### src/rtl/mc14500_wide_icu.sv
// mc14500_wide_icu: W-bit MC14500B-style ICU with PC, per-bit IEN/OEN masks, skip unit and a
// JMP/RTN call stack built only when ICU_CALL_STACK_EN is defined. One instruction per clk, all
// outputs registered (visible the cycle after issue). No backpressure: ROM and I/O bus always ready.
module mc14500_wide_icu #(
  parameter int W      = 8,
  parameter int ADDR_W = 8,
  parameter int DEPTH  = 4
) (
  input  logic              clk,
  input  logic              rst_n,
  input  logic [3:0]        i,
  input  logic [W-1:0]      data_in,
  input  logic [ADDR_W-1:0] jmp_addr,
  output logic [ADDR_W-1:0] pc,
  output logic [W-1:0]      rr_out,
  output logic [W-1:0]      data_out,
  output logic              write,
  output logic              jmp,
  output logic              rtn,
  output logic              flag_o,
  output logic              flag_f,
  output logic              stk_ovf,
  output logic              stk_unf
);

  typedef enum logic [3:0] {
    NOPO = 4'h0, LD   = 4'h1, LDC  = 4'h2, AND  = 4'h3,
    ANDC = 4'h4, OR   = 4'h5, ORC  = 4'h6, XNOR = 4'h7,
    STO  = 4'h8, STOC = 4'h9, IEN  = 4'hA, OEN  = 4'hB,
    JMP  = 4'hC, RTN  = 4'hD, SKZ  = 4'hE, NOPF = 4'hF
  } instr_t;

  instr_t            op;
  logic [W-1:0]      ien;
  logic [W-1:0]      oen;
  logic [W-1:0]      din;
  logic              skip;
  logic              exec;
  logic [ADDR_W-1:0] pc_inc;
  logic [ADDR_W-1:0] rtn_pc;

  assign op     = instr_t'(i);
  assign din    = data_in & ien;
  assign exec   = !skip;
  assign pc_inc = pc + ADDR_W'(1);

`ifdef ICU_CALL_STACK_EN
  localparam int SP_W = $clog2(DEPTH + 1);
  localparam int IW   = (DEPTH > 1) ? $clog2(DEPTH) : 1;
  localparam logic [SP_W-1:0] FULL = SP_W'(DEPTH);

  logic [ADDR_W-1:0] stk [DEPTH];
  logic [SP_W-1:0]   sp;
  logic [SP_W-1:0]   sp_m1;
  logic              full;
  logic              empty;
  logic              push;
  logic              pop;

  assign full  = (sp == FULL);
  assign empty = (sp == '0);
  assign sp_m1 = sp - SP_W'(1);
  assign push  = exec && (op == JMP) && !full;
  assign pop   = exec && (op == RTN) && !empty;

  // Return addresses need no reset; sp alone defines which entries are live.
  always_ff @(posedge clk) begin
    if (push) stk[sp[IW-1:0]] <= pc_inc;
  end

  always_ff @(posedge clk or negedge rst_n) begin
    if (!rst_n) begin
      sp      <= '0;
      stk_ovf <= 1'b0;
      stk_unf <= 1'b0;
    end else begin
      if (push)     sp <= sp + SP_W'(1);
      else if (pop) sp <= sp_m1;
      if (exec && (op == JMP) && full)  stk_ovf <= 1'b1;
      if (exec && (op == RTN) && empty) stk_unf <= 1'b1;
    end
  end

  assign rtn_pc = pop ? stk[sp_m1[IW-1:0]] : pc_inc;
`else
  logic unused_depth;
  assign unused_depth = (DEPTH >= 1);
  assign rtn_pc  = pc_inc;
  assign stk_ovf = 1'b0;
  assign stk_unf = 1'b0;
`endif

  always_ff @(posedge clk or negedge rst_n) begin
    if (!rst_n) begin
      pc       <= '0;
      rr_out   <= '0;
      data_out <= '0;
      ien      <= '0;
      oen      <= '0;
      skip     <= 1'b0;
      write    <= 1'b0;
      jmp      <= 1'b0;
      rtn      <= 1'b0;
      flag_o   <= 1'b0;
      flag_f   <= 1'b0;
    end else begin
      write  <= 1'b0;
      jmp    <= 1'b0;
      rtn    <= 1'b0;
      flag_o <= 1'b0;
      flag_f <= 1'b0;
      pc     <= pc_inc;
      // A suppressed instruction only consumes the skip; it never re-arms it.
      if (skip) begin
        skip <= 1'b0;
      end else begin
        case (op)
          NOPO: flag_o <= 1'b1;
          LD:   rr_out <= din;
          LDC:  rr_out <= ~din;
          AND:  rr_out <= rr_out & din;
          ANDC: rr_out <= rr_out & ~din;
          OR:   rr_out <= rr_out | din;
          ORC:  rr_out <= rr_out | ~din;
          XNOR: rr_out <= ~(rr_out ^ din);
          STO: begin
            data_out <= (rr_out & oen) | (data_out & ~oen);
            write    <= |oen;
          end
          STOC: begin
            data_out <= (~rr_out & oen) | (data_out & ~oen);
            write    <= |oen;
          end
          IEN:  ien <= data_in;
          OEN:  oen <= data_in;
          JMP: begin
            pc  <= jmp_addr;
            jmp <= 1'b1;
          end
          RTN: begin
            pc   <= rtn_pc;
            rtn  <= 1'b1;
            skip <= 1'b1;
          end
          SKZ:  skip <= (rr_out == '0);
          NOPF: flag_f <= 1'b1;
          default: ;
        endcase
      end
    end
  end

endmodule
### config.mk
export PLATFORM = sky130hd
export DESIGN_NAME = mc14500_wide_icu
export DESIGN_NICKNAME = d
export VERILOG_FILES = /design/src/rtl/mc14500_wide_icu.sv
export SDC_FILE = /design/constraint.sdc
export NUM_CORES = 1
export LEC_CHECK = 0
export BUFFER_PORTS_ARGS = -buffer_cell sky130_fd_sc_hd__clkbuf_2
export CAP_MARGIN = 40
export CORE_MARGIN = 3
export CORE_UTILIZATION = 50
export DETAILED_ROUTE_END_ITERATION = 16
export PLACE_DENSITY = 0.71
export SLEW_MARGIN = 40
export SYNTH_ARGS = -nofsm -noshare
export SYNTH_HDL_FRONTEND = slang
export SYNTH_SLANG_ARGS = --single-unit
### constraint.sdc
create_clock -name clk -period 3.2 [get_ports clk]
set_clock_uncertainty 0.1 [all_clocks]
set_input_delay 0.48 -clock clk [delete_from_list [all_inputs] [get_ports clk]]
set_output_delay 0.48 -clock clk [all_outputs]
set_load 0.05 [all_outputs]
After elaboration in Yosys (flattened, before gate mapping)
Index checks and enable logic that the tools add are counted.

word-level totals
  register bits = 46
  word-level logic and storage cells = 69
  input bits = 22
  output and inout port bits = 31

operators by class
  equality and inequality tests = 15
  add/subtract/negate cells = 1
  mux-type cells = 16
  reduce and logical (&&, ||, !) cells = 10
  bitwise logic cells = 16

operators by type and width
  operator                                                                count
  8-bit case mux with 7 select lines                                      1
  8-bit bitwise AND                                                       6
  4-bit equality test (second input constant)                             8
  8-bit NOT                                                               4
  8-bit OR                                                                4
  4-bit by 3-bit equality test with 1-bit output (second input constant)  4
  8-bit 2-to-1 mux                                                        2
  8-bit case mux with 2 select lines                                      1
  1-bit 2-to-1 mux                                                        11
  8-bit by 1-bit adder with 8-bit output (second input constant)          1
  4-bit by 2-bit equality test with 1-bit output (second input constant)  2
  8-bit logical NOT                                                       1
  2-bit AND reduction                                                     4
  8-bit OR reduction                                                      1
  8-bit bitwise XOR                                                       1
  7-bit nonzero test                                                      1
  4-bit by 1-bit equality test with 1-bit output (second input constant)  1
  4-bit logical NOT                                                       1
  1-bit case mux with 2 select lines                                      1
  2-bit nonzero test                                                      1
  2-bit OR reduction                                                      1
  1-bit NOT                                                               1

Longest topological paths before layout
  depth after elaboration = 4
  depth in mapped cells = 7
  depth with buffers taken out = 4

Least setup slack after synthesis
No wires, ideal clock.

  path type = input to register
  start point = in i[3]
  end point = reg rr_out[0]
  cell stages on the path = 7
  path buffers = 3
  arrival time = 1.546 ns
  required time = 2.970 ns
  library setup time = 0.130 ns
  slack = 1.424 ns
  path through = buf_6 > or3b_1 > buf_6 > buf_6 > a31oi_1 > a211o_1 > a31oi_1

between the ends
  longest elaborated chain between the ends = 3
  elaborated cells on any way between the ends = 10
  classes of those cells = 7 x eq/ne; 1 x mux; 2 x reduce/logical

RTL lines
  element                                                                 RTL line  source
  from (decl)                                                             11        input logic [3:0] i,
  4-bit by 3-bit equality test with 1-bit output (tied with other cells)  117       case (op)
  7-bit nonzero test (no line)                                            --
  2-bit AND reduction (no line)                                           --
  to (signal assigned)                                                    119       LD: rr_out <= din;
  to (signal assigned)                                                    120       LDC: rr_out <= ~din;
  to (signal assigned)                                                    121       AND: rr_out <= rr_out & din;
  to (decl)                                                               15        output logic [W-1:0] rr_out,

Parallel ways exist; a longest one is shown, timed or not.
A chain may end at the register's enable or synchronous reset.

Worst setup path after layout
  start point = reg skip
  end point = reg pc[1]

between the ends
  longest elaborated chain between the ends = 1

RTL lines
  element                 RTL line  source
  from (decl)             37        logic skip;
  from (signal assigned)  145       SKZ: skip <= (rr_out == '0);
  8-bit 2-to-1 mux        114       if (skip) begin
  to (signal assigned)    112       pc <= pc_inc;
  to (signal assigned)    137       pc <= jmp_addr;
  to (signal assigned)    141       pc <= rtn_pc;
  to (decl)               14        output logic [ADDR_W-1:0] pc,

Every way passes these cells.

==> metrics.csv <==
stage,metric,value,unit
clock_tree,post_cts_buffers,0,
grt,gr-total-overflow,0,
yosys,synth_edf_count,0,
place,dpl_cell_area,0.002591,sq mm
grt,grt_busiest_layer,met2,
clock_tree,cts_root_buf,clkbuf_8,
routing,wl_per_cell,15.60,um
layout,seq_area,0.001151,sq mm
critical_path,r2r-end,pc[1],
clock_tree,ctsHoldBuffers,0,
layout,multi_input_area,0.001116,sq mm
yosys,ys_seq_area_frac,0.4886,
yosys,syn_inst,234,
place,port_buffers,50,
grt,gr-usage-met3,0.03471,
routing,drc_errors,0,
timing,hold_viol,16,
critical_path,worst_ep_required_time,3.28,ns
grt,grt_pass1_wl,8.390,mm
timing,tns,0,ns
floorplanning,io_pins,53,
grt,antenna_found_initial,0,
timing,max_slew_margin,0.5773,
routing,drt_iter0_drc,113,
layout,synthToLayoutAreaGrowth,14.29,%
clock_tree,cts_resized,0,
yosys,synthTopCellsByArea,"dfrtp_1 49%, mux2_2 7.6%, a31oi_1 6.1%, nand2_1 4.1%, a21oi_1 3.4%",
critical_path,path_class,flip-flop to flip-flop,
status,violations,negative hold slack,
yosys,synthArstFlopShare,1.000,
yosys,syn_area_per_cell,10.07,sq um
yosys,synth_top_cell_by_area,dfrtp_1,
routing,first_pass_iters,5,
pwr,cellLeakagePower,0.001181,uW
layout,n_fill_cell,401,
clock_tree,cts_max_level,2,
timing,tightestPinTransition,0.6320,ns
layout,design_area,0.002693,sq mm
clock_tree,clk_pin_slew_worst_paths,0.09,ns
routing,vias,1908,
routing,ant_nets,0,
critical_path,r2r-start,skip,
pwr,irDropWorstVdd,0.3342,mV
floorplanning,core,0.004444,sq mm
timing,finalSetupViolCount,0,
floorplanning,start_util,0.5301,
critical_path,startpoint_type,flip-flop,
timing,rsz0062_at_grt,no,
floorplanning,fp-row-count,24,
routing,routed_wl,5.178,mm
critical_path,r2r_cells,3,
yosys,ys_types,40,
yosys,synth_seq_cells,46,
grt,grt_max_degree,31,
layout,diodes,0,
floorplanning,dieArea,0.005572,sq mm
floorplanning,die_w,74.65,um
yosys,syn-cell-area,0.002356,sq mm
timing,fmax,532.5,MHz
grt,grt_use_met1,0.2784,
floorplanning,fp.dieH,74.65,um
timing,drv_slew,0,
hold_path,hold_class,input port to async pin,
critical_path,rrSetupSlack,1.32,ns
grt,grt_pass1_vias,1727,
pwr,cellPowerDensity,800.8,mW/mm^2
status,status,finished with violations,
place,hpwlAfterDp,3.683,mm
yosys,synth_ff_type,dfrtp_1,
routing,viasPerCell,5.747,
timing,min_period_over_period,0.5869,
critical_path,cp_max_fo,16,
place,gp_congestion,0.8279,
clock_tree,cts_tree,done,
run,drv_cap,0,
critical_path,cp.arrival,1.96,ns
timing,timing.hold.ws,-0.009962,ns
timing,period_needed,1.878,ns
grt,grt_usage,0.1981,
clock_tree,cts_buffer_depth,2,
layout,final_nets,302,
clock_tree,clock_sinks,46,
yosys,yosys.area.top_type_share,0.4886,
clock_tree,insertion_delay,0.30,ns
grt,use_met2,0.3083,
layout,fin_util,0.6059,
clock_tree,cts_buffers,5,
critical_path,end_kind,flip-flop,
pwr,report.power.total,2156,uW
layout,drive_gt1_frac,0.2857,
yosys,ys.warnings.count,0,
-- cell type report --
cell class	instances	area share
clock inverters	2	0.004647
multi-input cells	173	0.4145
inverters	2	0.002788
flip-flops and latches	46	0.4275
clock buffers	6	0.03067
repair buffers	51	0.09572
well taps	52	0.02416
-- synthesized netlist by cell type, types with 7 or more instances --
master   instances
nor2_1          18
a31oi_1         23
xnor2_1          9
mux2_2          16
o22ai_1          7
nand2_1         26
nand3_1          8
a211o_1          7
a21oi_1         16
dfrtp_1         46
o21ai_0          8
-- cell families (layout without fill, tap and decap cells) --
kind of cell | count (synthesis) | after routing | synth area share
DFF | 46 | 46 | 0.4886
adders and majority gates | 1 | 1 | 0.005310
other | 1 | 2 | 0.001592
and+or+nand+nor | 74 | 74 | 0.1551
muxes | 17 | 17 | 0.08125
buffers and inverters | 16 | 61 | 0.04460
AOI/OAI and AO/OA | 65 | 65 | 0.1715
xor gates and xnor gates | 14 | 14 | 0.05205
-- where the power goes --
group          switching, uW  internal, uW  total (uW)  leakage (uW)
clock                    196           174         369     0.0000472
combinational            623           261         884      0.000585
sequential               160           742         903      0.000549
-- layout by cell type (no fill, tap or decap), types with 4 or more instances in the layout --
cell type / n
clkbuf_2: 50
o21ai_0: 8
nand2_1: 26
nor4_1: 4
dfrtp_1: 46
nand3_1: 8
nand2b_1: 4
o22ai_1: 7
xor2_1: 5
a31oi_1: 23
xnor2_1: 9
a211o_1: 7
nor2_1: 18
a21oi_1: 16
mux2_2: 16
clkbuf_8: 6
-- routing by layer --
metal | share of wire | vias to the layer above
met5 | 0 | -
met4 | 0.0081 | 0
met3 | 0.075 | 6
met2 | 0.45 | 74
met1 | 0.46 | 890
li1 | - | 938
-- worst max-delay path by stage --
stage,start,to,slack (ns),cells after the start
floorplan,i[3],rr_out[0],1.42,7
detailed placement,i[2],flip-flop,0.95,5
CTS,i[2],flip-flop,1.26,5
global placement,i[2],flip-flop,1.07,5
global route,skip,pc[1],1.23,3
finish,skip,pc[1],1.32,3
-- worst max-delay path, cell delays in order, from the launching register on --
cell and delay, ns:
dfrtp_1 0.48, nand3b_1 0.25, or3_1 0.56, mux2_1 0.38
-- per-stage QoR --
step | instances | setup slack [ns]
final | 332 | 1.322
after global routing | 332 | 1.227
after CTS | 332 | 1.261
after detailed placement | 324 | 0.9541
after global placement | 324 | 1.072
after floorplan | 235 | 1.424
Power figures use the tool's default switching activity.
